### config.mk
export PLATFORM = sky130hd
export DESIGN_NAME = seq_detect_mealy
export DESIGN_NICKNAME = d
export VERILOG_FILES = /design/src/rtl/seq_detect_mealy.sv
export SDC_FILE = /design/constraint.sdc
export NUM_CORES = 1
export LEC_CHECK = 0
export CORE_AREA = 5 5 42 44
export DETAILED_ROUTE_END_ITERATION = 8
export DIE_AREA = 0 0 47 49
export DONT_BUFFER_PORTS = 1
export PLACE_DENSITY_LB_ADDON = 0.3
export SYNTH_ARGS = -nofsm -noshare
export SYNTH_HDL_FRONTEND = slang
export SYNTH_SLANG_ARGS = --single-unit
### constraint.sdc
create_clock -name Clk_s -period 1.9 [get_ports Clk_s]
set_input_delay 0.38 -clock Clk_s [delete_from_list [all_inputs] [get_ports Clk_s]]
set_output_delay 0.38 -clock Clk_s [all_outputs]
set_load 0.02 [all_outputs]
### src/rtl/seq_detect_mealy.sv
// Mealy serial-pattern detector with a KMP-style automaton built from PATTERN at elaboration.
// y and d respond to x in the same cycle. n, match_count and count_sat are registered. Cycles with x_valid low are ignored.
module seq_detect_mealy #(
  parameter int             LEN     = 4,
  parameter logic [LEN-1:0] PATTERN = 4'b1011,
  parameter int             CNT_W   = 8,
  localparam int            SW      = $clog2(LEN)
) (
  input  logic             Clk_s,
  input  logic             Rst_s,
  input  logic             x_valid,
  input  logic             x,
  input  logic             mode_overlap,
  input  logic             clr_count,
  output logic [SW-1:0]    n,
  output logic [SW-1:0]    d,
  output logic             y,
  output logic [CNT_W-1:0] match_count,
  output logic             count_sat
);

  localparam int NS = 2 ** SW;

  // The longest proper pattern prefix that ends the stream "first k pattern bits, then b".
  // Bounding j at LEN-1 also gives the overlap restart state after a full match.
  function automatic int next_state(int k, logic b);
    logic [16:0] s;
    int          best;
    logic        ok;
    s    = '0;
    best = 0;
    if (k < LEN) begin
      for (int i = 0; i < k; i++) s[i] = PATTERN[LEN-1-i];
      s[k] = b;
      for (int j = 1; j < LEN; j++) begin
        if (j <= k + 1) begin
          ok = 1'b1;
          for (int i = 0; i < j; i++)
            if (PATTERN[LEN-1-i] != s[k+1-j+i]) ok = 1'b0;
          if (ok) best = j;
        end
      end
    end
    return best;
  endfunction

  localparam int             F_FULL  = next_state(LEN - 1, PATTERN[0]);
  localparam logic [SW-1:0]  LAST    = SW'(LEN - 1);
  localparam logic [CNT_W-1:0] CNT_MAX = '1;

  logic [SW-1:0] nxt0 [NS];
  logic [SW-1:0] nxt1 [NS];

  // Unused encodings (k >= LEN) get a table value of 0.
  for (genvar k = 0; k < NS; k++) begin : g_tbl
    localparam int N0 = next_state(k, 1'b0);
    localparam int N1 = next_state(k, 1'b1);
    assign nxt0[k] = N0[SW-1:0];
    assign nxt1[k] = N1[SW-1:0];
  end

  always_comb begin
    d = '0;
    y = 1'b0;
    if (!Rst_s && int'(n) < LEN) begin
      if (!x_valid) begin
        d = n;
      end else if (n == LAST && x == PATTERN[0]) begin
        y = 1'b1;
        d = mode_overlap ? F_FULL[SW-1:0] : '0;
      end else begin
        d = x ? nxt1[n] : nxt0[n];
      end
    end
  end

  always_ff @(posedge Clk_s or posedge Rst_s) begin
    if (Rst_s) begin
      n           <= '0;
      match_count <= '0;
      count_sat   <= 1'b0;
    end else begin
      n <= d;
      if (clr_count) begin
        match_count <= y ? CNT_W'(1) : '0;
        count_sat   <= 1'b0;
      end else if (y) begin
        if (match_count != CNT_MAX) match_count <= match_count + 1'b1;
        // Flag goes up on the edge that reaches all-ones.
        if (match_count >= CNT_MAX - 1'b1) count_sat <= 1'b1;
      end
    end
  end

endmodule

# --- Word-level counts from Yosys, hierarchy flattened ---
# Index checks and enable logic that the tools add are counted.
word_totals:
  out_inout_bits: 14
  reg_bits: 11
  inputBits: 6
  wordCells: 36
op_classes:
  mux: 21
  n_addsub: 1
  eq_ne: 2
  n_lt_le_gt_ge: 2
  n_reduce_logical: 6
  bitwise_logic: 1
op_table:
  columns: ["cell", "n"]
  rows:
  - ["two-way mux 8 bit", 3]
  - ["two-way mux 2 bit", 8]
  - ["adder 8 x 1 -> 8 bit (second input constant)", 1]
  - ["binary-select mux 2 bit (select 2 bit)", 2]
  - [">= comparator 8 bit (second input constant)", 1]
  - ["two-way mux 1 bit", 8]
  - ["!= test 8 bit (second input constant)", 1]
  - ["nonzero test 2 bit", 3]
  - ["AND reduction 2 bit", 2]
  - [">= comparator 3 bit (second input constant)", 1]
  - ["inverter 2 -> 3 bit", 1]
  - ["== test 2 bit (second input constant)", 1]
  - ["logical AND 1 bit", 1]

# --- Logic depth before layout (Yosys ltp) ---
depth:
  depth_word: 8
  mapped_depth: 6
  depth_no_buf: 5

# --- Worst setup path before layout ---
# No wires, ideal clock.
synth_timing:
  path_type: "register to register"
  start: "register n[0]"
  end: "register match_count[4]"
  path_slack_ps: 116
  path_stages_with_launch: 6
  required_ps: 1822
  arrival_time_ps: 1706
  path_cell_list: "dfrtp_1 -> nand2_1 -> or3_4 -> buf_6 -> or4_1 -> a21oi_1"
synth_between:
  elab_chain_len: 7
synth_rtl:
  columns: ["item", "line_no", "text"]
  rows:
  - ["start: declaration", "15", "output logic [SW-1:0] n,"]
  - ["start signal: assignment", "79", "n <= '0;"]
  - ["start signal: assignment", "83", "n <= d;"]
  - ["== test 2 bit", "68", "end else if (n == LAST && x == PATTERN[0]) begin"]
  - ["logical AND 1 bit", "68", null]
  - ["two-way mux 1 bit", "68", null]
  - ["two-way mux 1 bit", "66", "if (!x_valid) begin"]
  - ["two-way mux 1 bit", "65", "if (!Rst_s && int'(n) < LEN) begin"]
  - ["nonzero test 2 bit (no line)", null, null]
  - ["AND reduction 2 bit (no line)", null, null]
  - ["end signal: assignment", "85", "match_count <= y ? CNT_W'(1) : '0;"]
  - ["end signal: assignment", "88", "if (match_count != CNT_MAX) match_count <= match_count + 1'b1;"]
  - ["end: declaration", "18", "output logic [CNT_W-1:0] match_count,"]
# Every way passes these cells.
# A chain may end at the register's enable or synchronous reset.

# --- Final worst setup path ---
layout_timing:
  start: "register n[0]"
  end: "output d[1]"
layout_between:
  elab_chain_len: 8
layout_rtl:
  columns: ["item", "line_no", "text"]
  rows:
  - ["inverter 2 -> 3 bit (not written as such)", "72", "d = x ? nxt1[n] : nxt0[n];"]
  - ["binary-select mux 2 bit (select 2 bit)", "72", null]
  - ["two-way mux 2 bit (not written as such) (2 in a row)", "72", null]
  - ["two-way mux 2 bit", "72", null]
  - ["two-way mux 2 bit *", "68", null]
  - ["two-way mux 2 bit *", "66", null]
  - ["two-way mux 2 bit *", "65", null]
  - ["end: declaration", "16", "output logic [SW-1:0] d,"]
# Every way passes the cells marked *; elsewhere a longest branch is shown, timed or not. The select of a mux whose other input is x is not followed.

==> impl_metrics.json <==
{
  "outcome": "finished, violations left",
  "dr.pass1.iters": 4,
  "period_share": 0.926,
  "p_per_area_nw_per_um2": 578,
  "critPathBufInv": 1,
  "synthTopCellsByArea": "dfrtp_1 (43%), a21oi_1 (5.5%), nor2_1 (4.7%), ha_1 (3.9%), inv_1 (3.6%)",
  "grt_setup_unrepaired": "false",
  "post_cts.repair.setup_buffers": 0,
  "cts_hold_buf": 0,
  "clkTransAtPathRegs_ns": 0.07,
  "tightest_slew_ns": 0.421,
  "num_vias": 593,
  "port_buffers": 0,
  "ys_seq_area_frac": 0.434,
  "synth_warnings": 0,
  "crit_family": "flip-flops",
  "relSlewSlack": 0.718,
  "synth_nets": 80,
  "crit_required_ns": 1.52,
  "clock_path_buffers": 2,
  "place_area_um2": 684,
  "avgSynthCellArea_um2": 8.81,
  "pwr-share-clk": 0.375,
  "crit_path_max_incr_delay_ns": 0.38,
  "fmax_mhz": 568,
  "core_um2": 1400,
  "synth_cells": 72,
  "finalNetCount": 89,
  "synth.largest_area_cell": "dfrtp_1",
  "numCtsBuffers": 3,
  "antenna_left": 0,
  "start_util": 0.453,
  "grt_pass1_wl_um": 2570,
  "path_cells": "buf_4, o21ai_0, a21oi_1, nor2_1",
  "fin_area_um2": 711,
  "fp.dieArea_um2": 2300,
  "hold_violations": 11,
  "grt_max_degree": 12,
  "p_leak_nw": 0.286,
  "internal-power_mw": 0.324,
  "cts_tree": "built",
  "swShare": 0.212,
  "fin_setup_tns_ns": 0,
  "ys_types": 29,
  "area_delta_synth_final_pct": 12.0,
  "finClkSkew_ns": 0.00405,
  "crit_arrival_ns": 1.38,
  "fp.dieW_um": 47,
  "r2r_cells": 5,
  "clock_latency_ns": 0.26,
  "num_rows": 14,
  "die_h_um": 49,
  "slew_viol_final": 0,
  "gp_congestion": 0.778,
  "power.net_switching_mw": 0.0871,
  "ctsResizeCount": 0,
  "synth_top_area_frac": 0.434,
  "hold_class": "in -> async",
  "drc": 0,
  "grt_pass1_vias": 552,
  "clock-sinks": 11,
  "cp.depth": 4,
  "ys_seq_elements": 11,
  "netlist_area_um2": 634,
  "root_buffer": "clkbuf_4",
  "io_pins": 20,
  "wire_per_inst_um": 15.6,
  "slowest_stage": "dfrtp_1",
  "num-fill-cells": 140,
  "drt_iter0_markers": 18,
  "setup_viol": 0,
  "grt.overflow.total": 0,
  "hpwl_um": 1100,
  "cp_max_fo": 5,
  "via_per_inst": 6.18,
  "seq_power_share": 0.576,
  "combPwrFrac": 0.050,
  "min_period_ns": 1.76,
  "grt_use_total": 0.151,
  "peakVddDrop_mv": 0.391,
  "drive_gt1_frac": 0.150,
  "crit_type": "reg -> out",
  "maxCapViolCount": 0,
  "diodes": 0,
  "postLayoutCoreUtil": 0.507,
  "failed_checks": "hold timing",
  "htree_num_levels": 1,
  "whs_ns": -0.00920,
  "drt-total-wl_um": 1500,
  "end_kind": "output pin",
  "antenna_found_initial": 0,
  "startpoint_type": "flip-flop"
}
-- cell type report --
type	instances	area (µm²)	area share
Clock buffer	4	26.3	0.0370
Inverter	6	22.5	0.0317
Multi-Input combinational cell	53	322	0.452
Timing Repair Buffer	6	45.0	0.0634
Tap cell	16	20.0	0.0282
Sequential cell	11	275	0.387
-- worst paths after layout --
kind | start | end | slack, ns
max | n[0] | d[1] | 0.14
min | Rst_s | match_count[7] | -0.009
max reg2reg | match_count[0] | match_count[4] | 0.32
min reg2reg | count_sat | count_sat | 0.66
max in group asynchronous | Rst_s | match_count[2] | 1.61
min in group Clk_s | clr_count | match_count[6] | 0.17
-- through the flow --
stage / hold WS [ns] / power, mW / std cells / worst slack, ns
after floorplan: 0.232 / 0.258 / 72 / 0.116
after global routing: 0.0129 / 0.435 / 96 / 0.0409
after detailed placement: 0.286 / 0.262 / 92 / 0.295
after global placement: 0.294 / 0.262 / 92 / 0.333
after CTS: 0.00138 / 0.415 / 96 / 0.139
final: -0.00920 / 0.411 / 96 / 0.140
-- metal layers --
metal,vias up,part of all wire,GRT usage
met4,0,0.014,0.0553
met1,276,0.42,0.205
met3,4,0.10,0.0517
met2,32,0.46,0.217
met5,-,0,0
li1,281,-,-
-- worst reg2reg max path: stages, from the launching register on --
cell,delay (ns)
dfrtp_1,0.38
ha_1,0.27
nand3_1,0.12
nor2_1,0.11
or4_1,0.48
a21oi_1,0.15
-- registers in the layout, summed over array words and instances (netlist names) --
name and cells:
count_sat 1, match_count 8, n 2
-- placed cells by master, fill, tap and decap left out --
cell type / count
dfrtp_1: 11
nor2_1: 8
a21oi_1: 7
inv_1: 6
nand2_1: 6
buf_4: 6
nand3_1: 4
o21ai_0: 4
clkbuf_4: 3
nand4_1: 2
o31ai_1: 2
or4_1: 2
ha_1: 2
or3_4: 1
or3_1: 1
o21a_1: 1
a41oi_1: 1
nand4b_1: 1
nor4_1: 1
a211oi_1: 1
o21bai_1: 1
a31oi_1: 1
o211ai_1: 1
or2b_2: 1
nor3_1: 1
mux2i_1: 1
o41ai_1: 1
o311ai_0: 1
or3_2: 1
clkbuf_1: 1
-- cell usage after synthesis --
cell      count
nand4b_1      1
o21a_1        1
a211oi_1      1
nor4_1        1
buf_1         1
a21oi_1       7
inv_1         6
nor3_1        1
or2b_2        1
dfrtp_1      11
or3_2         1
ha_1          2
o21ai_0       4
nor2_1        8
or3_4         1
o41ai_1       1
buf_6         1
nand3_1       4
nand2_1       6
o21bai_1      1
o311ai_0      1
mux2i_1       1
nand4_1       2
o31ai_1       2
a41oi_1       1
a31oi_1       1
or3_1         1
or4_1         2
o211ai_1      1
-- power by group through the flow --
stage	Combinational [mW]	Sequential (mW)	Clock [mW]
3_3_place_gp	0.0209	0.241	0
3_5_place_dp	0.0207	0.241	0
4_1_cts	0.0207	0.236	0.158
2_1_floorplan	0.0137	0.244	0
5_1_grt	0.0229	0.236	0.176
6_report	0.0204	0.236	0.154
-- cell families (layout without fill, tap and decap cells) --
group                      count (synthesis)  count (layout)  share of synthesized area
and+or+nand+nor                           29              29                      0.243
DFF                                       11              11                      0.434
adders and majority gates                  2               2                     0.0394
AOI/OAI and AO/OA                         21              21                      0.209
muxes                                      1               1                     0.0158
buffers and inverters                      8              16                     0.0592
No activity file was read; power rests on OpenSTA's default activity.
